**src/rtl/meta_write_responder_if.sv**
```systemverilog
// Request/array/ack signal bundle between the meta write arbiter and its responder.
interface meta_write_responder_if #(
  parameter int unsigned IDX_W = 6,
  parameter int unsigned WAY_W = 1,
  parameter int unsigned TAG_W = 20,
  parameter int unsigned DEPTH = 2
);
  localparam int unsigned CNT_W = $clog2(DEPTH) + 1;

  logic             io_req_ready;
  logic             io_req_valid;
  logic [IDX_W-1:0] io_req_bits_idx;
  logic [WAY_W-1:0] io_req_bits_way_en;
  logic [TAG_W-1:0] io_req_bits_tag;
  logic             io_req_chosen;
  logic             io_array_wen;
  logic             io_array_ready;
  logic [IDX_W-1:0] io_array_idx;
  logic [WAY_W-1:0] io_array_way_en;
  logic [TAG_W-1:0] io_array_tag;
  logic             io_ack_0;
  logic             io_ack_1;
  logic             io_busy;
  logic [CNT_W-1:0] io_count;

  modport slave (
    output io_req_ready,
    input  io_req_valid, io_req_bits_idx, io_req_bits_way_en, io_req_bits_tag, io_req_chosen,
    output io_array_wen, io_array_idx, io_array_way_en, io_array_tag,
    input  io_array_ready,
    output io_ack_0, io_ack_1, io_busy, io_count
  );

  modport master (
    input  io_req_ready,
    output io_req_valid, io_req_bits_idx, io_req_bits_way_en, io_req_bits_tag, io_req_chosen,
    input  io_array_wen, io_array_idx, io_array_way_en, io_array_tag,
    output io_array_ready,
    input  io_ack_0, io_ack_1, io_busy, io_count
  );
endinterface

```
**src/rtl/meta_write_responder.sv**
```systemverilog
// In-order FIFO responder for dcache meta writes: drives the tag array and acks the source.
// Optional META_WRITE_COALESCE_EN merges same idx/way requests into the youngest entry.
module meta_write_responder #(
  parameter int unsigned IDX_W = 6,
  parameter int unsigned WAY_W = 1,
  parameter int unsigned TAG_W = 20,
  parameter int unsigned DEPTH = 2
) (
  input  logic                  clock,
  input  logic                  reset,
  meta_write_responder_if.slave io
);
  localparam int unsigned PTR_W = $clog2(DEPTH);
  localparam int unsigned CNT_W = PTR_W + 1;
`ifdef META_WRITE_COALESCE_EN
  localparam int unsigned SRC_W = 2;
`else
  localparam int unsigned SRC_W = 1;
`endif

  // src is a per-source ack mask when coalescing, otherwise the chosen bit
  typedef struct packed {
    logic [IDX_W-1:0] idx;
    logic [WAY_W-1:0] way_en;
    logic [TAG_W-1:0] tag;
    logic [SRC_W-1:0] src;
  } entry_t;

  entry_t           mem_q [DEPTH];
  logic [PTR_W-1:0] head_q, tail_q;
  logic [CNT_W-1:0] count_q;
  logic             ready_q, busy_q, ack0_q, ack1_q;

  entry_t           head_e_c, req_e_c;
  logic             complete_c, push_c, merge_c, alloc_c;
  logic [CNT_W-1:0] count_d;
`ifdef META_WRITE_COALESCE_EN
  logic [PTR_W-1:0] young_ptr_c;
  entry_t           young_e_c;
`endif

  // next-state: accept/complete/merge decisions and occupancy
  always_comb begin
    complete_c     = busy_q & io.io_array_ready;
    push_c         = io.io_req_valid & ready_q;
    head_e_c       = mem_q[head_q];
    req_e_c.idx    = io.io_req_bits_idx;
    req_e_c.way_en = io.io_req_bits_way_en;
    req_e_c.tag    = io.io_req_bits_tag;
`ifdef META_WRITE_COALESCE_EN
    young_ptr_c    = tail_q - PTR_W'(1);
    young_e_c      = mem_q[young_ptr_c];
    req_e_c.src    = io.io_req_chosen ? 2'b10 : 2'b01;
    // youngest is the head when count==1; never merge into an entry leaving this cycle
    merge_c        = push_c & busy_q
                   & (young_e_c.idx == req_e_c.idx)
                   & (young_e_c.way_en == req_e_c.way_en)
                   & ~(complete_c & (count_q == CNT_W'(1)));
`else
    req_e_c.src    = io.io_req_chosen;
    merge_c        = 1'b0;
`endif
    alloc_c        = push_c & ~merge_c;
    count_d        = count_q + CNT_W'(alloc_c) - CNT_W'(complete_c);
  end

  // pointers, occupancy flags and ack pulses
  always_ff @(posedge clock or negedge reset) begin
    if (!reset) begin
      head_q  <= '0;
      tail_q  <= '0;
      count_q <= '0;
      ready_q <= 1'b1;
      busy_q  <= 1'b0;
      ack0_q  <= 1'b0;
      ack1_q  <= 1'b0;
    end else begin
      head_q  <= head_q + PTR_W'(complete_c);
      tail_q  <= tail_q + PTR_W'(alloc_c);
      count_q <= count_d;
      ready_q <= (count_d < CNT_W'(DEPTH));
      busy_q  <= (count_d != '0);
`ifdef META_WRITE_COALESCE_EN
      ack0_q  <= complete_c & head_e_c.src[0];
      ack1_q  <= complete_c & head_e_c.src[1];
`else
      ack0_q  <= complete_c & ~head_e_c.src[0];
      ack1_q  <= complete_c & head_e_c.src[0];
`endif
    end
  end

  // entry storage; contents are only observed while busy, so no reset
  always_ff @(posedge clock) begin
    if (alloc_c) mem_q[tail_q] <= req_e_c;
`ifdef META_WRITE_COALESCE_EN
    if (merge_c) begin
      mem_q[young_ptr_c].tag <= req_e_c.tag;
      mem_q[young_ptr_c].src <= young_e_c.src | req_e_c.src;
    end
`endif
  end

  assign io.io_req_ready    = ready_q;
  assign io.io_array_wen    = busy_q;
  assign io.io_array_idx    = busy_q ? head_e_c.idx    : '0;
  assign io.io_array_way_en = busy_q ? head_e_c.way_en : '0;
  assign io.io_array_tag    = busy_q ? head_e_c.tag    : '0;
  assign io.io_ack_0        = ack0_q;
  assign io.io_ack_1        = ack1_q;
  assign io.io_busy         = busy_q;
  assign io.io_count        = count_q;
endmodule

```
**src/flat_wrapper.sv**
```systemverilog
// flat-port wrapper written by rule: the top's interface ports become plain ports
module meta_write_responder_flat 
#(
  parameter int unsigned IDX_W = 6,
  parameter int unsigned WAY_W = 1,
  parameter int unsigned TAG_W = 20,
  parameter int unsigned DEPTH = 2
)
  (clock, reset, io_io_req_ready, io_io_req_valid, io_io_req_bits_idx, io_io_req_bits_way_en, io_io_req_bits_tag, io_io_req_chosen, io_io_array_wen, io_io_array_idx, io_io_array_way_en, io_io_array_tag, io_io_array_ready, io_io_ack_0, io_io_ack_1, io_io_busy, io_io_count);
  meta_write_responder_if #(.IDX_W(IDX_W), .WAY_W(WAY_W), .TAG_W(TAG_W), .DEPTH(DEPTH)) io_i ();
  input  logic clock;
  input  logic reset;
  output wire logic [$bits(io_i.io_req_ready)-1:0] io_io_req_ready;
  input wire logic [$bits(io_i.io_req_valid)-1:0] io_io_req_valid;
  input wire logic [$bits(io_i.io_req_bits_idx)-1:0] io_io_req_bits_idx;
  input wire logic [$bits(io_i.io_req_bits_way_en)-1:0] io_io_req_bits_way_en;
  input wire logic [$bits(io_i.io_req_bits_tag)-1:0] io_io_req_bits_tag;
  input wire logic [$bits(io_i.io_req_chosen)-1:0] io_io_req_chosen;
  output wire logic [$bits(io_i.io_array_wen)-1:0] io_io_array_wen;
  output wire logic [$bits(io_i.io_array_idx)-1:0] io_io_array_idx;
  output wire logic [$bits(io_i.io_array_way_en)-1:0] io_io_array_way_en;
  output wire logic [$bits(io_i.io_array_tag)-1:0] io_io_array_tag;
  input wire logic [$bits(io_i.io_array_ready)-1:0] io_io_array_ready;
  output wire logic [$bits(io_i.io_ack_0)-1:0] io_io_ack_0;
  output wire logic [$bits(io_i.io_ack_1)-1:0] io_io_ack_1;
  output wire logic [$bits(io_i.io_busy)-1:0] io_io_busy;
  output wire logic [$bits(io_i.io_count)-1:0] io_io_count;
  assign io_io_req_ready = io_i.io_req_ready;
  assign io_i.io_req_valid = io_io_req_valid;
  assign io_i.io_req_bits_idx = io_io_req_bits_idx;
  assign io_i.io_req_bits_way_en = io_io_req_bits_way_en;
  assign io_i.io_req_bits_tag = io_io_req_bits_tag;
  assign io_i.io_req_chosen = io_io_req_chosen;
  assign io_io_array_wen = io_i.io_array_wen;
  assign io_io_array_idx = io_i.io_array_idx;
  assign io_io_array_way_en = io_i.io_array_way_en;
  assign io_io_array_tag = io_i.io_array_tag;
  assign io_i.io_array_ready = io_io_array_ready;
  assign io_io_ack_0 = io_i.io_ack_0;
  assign io_io_ack_1 = io_i.io_ack_1;
  assign io_io_busy = io_i.io_busy;
  assign io_io_count = io_i.io_count;
  meta_write_responder #(.IDX_W(IDX_W), .WAY_W(WAY_W), .TAG_W(TAG_W), .DEPTH(DEPTH)) u_core (.clock(clock), .reset(reset), .io(io_i));
endmodule
```
**config.mk**
```make
export PLATFORM = sky130hd
export DESIGN_NAME = meta_write_responder_flat
export DESIGN_NICKNAME = d
export VERILOG_FILES = /design/src/rtl/meta_write_responder_if.sv /design/src/rtl/meta_write_responder.sv /design/src/flat_wrapper.sv
export SDC_FILE = /design/constraint.sdc
export NUM_CORES = 1
export LEC_CHECK = 0
export CAP_MARGIN = 20
export CORE_ASPECT_RATIO = 1.5
export CORE_MARGIN = 2
export CORE_UTILIZATION = 51
export DETAILED_ROUTE_END_ITERATION = 10
export PLACE_DENSITY = 0.83
export SLEW_MARGIN = 25
export SYNTH_ARGS = -nofsm -noshare
export SYNTH_HDL_FRONTEND = slang
export SYNTH_SLANG_ARGS = --single-unit
```
**constraint.sdc**
```tcl
create_clock -name clock -period 4.4 [get_ports clock]
set_input_delay 0.88 -clock clock [delete_from_list [all_inputs] [get_ports clock]]
set_output_delay 0.88 -clock clock [all_outputs]
set_load 0.1 [all_outputs]
```
==> metrics.md <==
| Metric | Value |
|---|---|
| Met3 Track Usage GR | 6.906% |
| RR Endpoint | u_core.io.io_array_wen$_DFF_PN0_ |
| Worst-Margin Slew | 1007 ps |
| WL final | 4.534 mm |
| Busiest grt layer | met2 |
| Hold path start | u_core.mem_q[0][0]$_DFFE_PP_ |
| CTS tree | built |
| Diode count | 0 |
| Synthesized cell area | 0.002512 mm2 |
| Hold buffers post-CTS | 0 |
| Distinct cells, synth | 18 |
| Crit-path cells | clkdlybuf4s50_1 |
| Critical Path Stages | 1 |
| CP Buf/Inv Count | 1 |
| Core Area | 0.004771 mm2 |
| Largest net degree at the start of global routing | 31 |
| Mean area per synthesized cell | 17.57 um2 |
| Register area share after synthesis | 74.95% |
| M1 GR Usage | 18.21% |
| Cts bufs inserted | 9 |
| Vias | 1366 |
| Outcome | completed |
| Layout cell share with drive strength beyond 1 | 20.55% |
| Final Max Tran Viols | 0 |
| Gpl congestion | 0.6933 |
| I/O pin cnt | 66 |
| Cells after Synth | 143 |
| Max cap viols | 0 |
| Mapped Nets | 179 |
| Startpoint Class | flop |
| Post-CTS Resized | 0 |
| Std cell rows | 31 |
| Total overflow reported by the global router | 0 |
| Max Root-Sink Buffers | 2 |
| Number of global-route vias before repair | 1476 |
| Postcts setup bufs | 0 |
| Seq cells post-synth | 64 |
| Vias per cell | 4.793 |
| Slowest library cell on the worst path | clkdlybuf4s50_1 |
| Final #Nets | 251 |
| CTS root buf | clkbuf_8 |
| Post-placement cell count | 270 |
| Routed length per instance | 15.91 um |
| Top cell family by delay on the critical path | buffers and inverters |
| Fin cells | 285 |
| R2r setup slk | 2360 ps |
| H-tree levels | 3 |
| Area grow syn2layout | 32.42% |
| Hold crit path type | reg -> reg |
| Hold Path Sink | u_core.io.io_ack_1$_DFF_PN0_ |
| Fmax achieved | 301.3 MHz |
| R2r worst-path depth | 7 |
| Drt first pass iters | 4 |
| First-pass GRT wire length | 7.044 mm |
| Yosys Warn Count | 0 |
| Die height | 89.96 um |
| ANT nets after route | 0 |
| Initial antenna violation count | 0 |
| Starting Density | 52.66% |
| GRT Overall Usage | 18.53% |
| Remaining DRCs | 0 |
| Crit end category | output port |
| Clk slew on worst S/H paths | 60 ps |
| Worst hold path cell count | 2 |
| CP required | 3520 ps |
| Setup-failing EPs final | 0 |
| Full die area | 0.005515 mm2 |
| R2R Path Start | u_core.io.io_array_wen$_DFF_PN0_ |
| Setup tns final | 0 ps |
| Critical path arrival | 2440 ps |
| IO buf count | 65 |
| Met2 Use GR | 32.27% |
| Fin. Hold Viols | 0 |
| Fin crit period | 3318 ps |
| Initial drt markers | 45 |
| Crit-path max cell delay | 1280 ps |
| Crit path kind | reg -> out |
| RSZ-0062 raised after global routing | no |
| Max-Slew Margin vs Limit | 32.66% |
| CTS sink cnt | 64 |
| Worst skew pair latency | 330 ps |
| Die width | 61.31 um |
| DP HPWL | 3.200 mm |
| Worst Skew | 2.660 ps |
| CP max FO | 30 |
| Part of the cycle the worst path needs | 75.42% |
-- through the flow --
step	utilization [%]	area, um2	setup WS, ps	hold slack, ps
after global routing	69.74	3327	926.9	564.1
after global placement	66.04	3151	1459	479.1
after floorplan	-	2512	722.4	473.9
after detailed placement	66.04	3151	1395	518.8
final	69.74	3327	1082	519.2
after CTS	69.71	3326	1027	527.7
-- cell type report --
class,instances,area (um2)
multi-input combinational,66,556.8
timing repair buffer,68,605.6
sequential,64,1884
fill,325,1444
clock buffer,9,123.9
inverter,6,22.52
tap,66,82.58
clock inverter,6,51.30
-- layer usage --
metal	part of all wire, %	wire [um]
met5	0	0
met4	1.5	70
met3	6.2	283
met2	57	2593
met1	35	1588
-- state kept, by name (all words and copies together), names as in the netlist --
register and flops:
u_core.io.io_ack_1 1, u_core.io.io_count 2, u_core.io.io_array_wen 1, u_core.mem_q 56
u_core.head_q 1, u_core.tail_q 1, u_core.io.io_req_ready 1, u_core.io.io_ack_0 1
-- cell families (layout without fill, tap and decap cells) --
kind of cell	count (synthesis)	after routing	share of synthesized area [%]
adder cells (fa/ha/maj)	4	4	1.992
buffers and inverters	13	89	2.888
flip-flops	64	64	74.95
XOR/XNOR	2	2	1.245
multiplexers	28	28	11.16
AND/OR/NAND/NOR	32	32	7.769
-- cell usage after synthesis (all sizes together) --
library cell  number  share of area (%)
xnor3              1               0.90
ha                 4                2.0
nor2b             28                7.0
clkbuf             2               0.30
nand2              1               0.15
nand2b             1               0.25
mux2i             28                 11
and2               1               0.25
dfrtp              7                7.0
inv                6               0.90
buf                5                1.7
dfstp              1                1.0
nor2               1               0.15
xnor2              1               0.35
edfxtp            56                 67
-- cells in the final DEF (no fill, tap or decap), drive strengths merged --
master and count:
nor2 1, clkdlybuf4s50 38, edfxtp 56, ha 4, nand2 1, dfrtp 7, buf 30, bufinv 1
clkbuf 9, dfstp 1, mux2i 28, inv 6, nor2b 28, xnor3 1, and2 1, clkinv 5
xnor2 1, nand2b 1
-- worst min-delay path: cells and delay by family, from the launching register on --
family | cells | cell delay (ps)
multiplexers | 1 | 70
AND/OR/NAND/NOR | 1 | 80
flip-flops | 1 | 320
-- worst max-delay path by stage --
| stage | from | to | slack, ps |
|---|---|---|---|
| floorplan | u_core.io.io_array_wen$_DFF_PN0_ | io_io_array_idx[4] | 720 |
| global placement | u_core.io.io_array_wen$_DFF_PN0_ | io_io_array_wen | 1460 |
| detailed placement | u_core.io.io_array_wen$_DFF_PN0_ | io_io_busy | 1400 |
| CTS | u_core.io.io_array_wen$_DFF_PN0_ | io_io_busy | 1030 |
| global route | u_core.io.io_array_wen$_DFF_PN0_ | io_io_busy | 930 |
| finish | u_core.io.io_array_wen$_DFF_PN0_ | io_io_busy | 1080 |
Power is not shown: default switching activity piles up to over one toggle a cycle in this logic, so the estimate is an artifact.
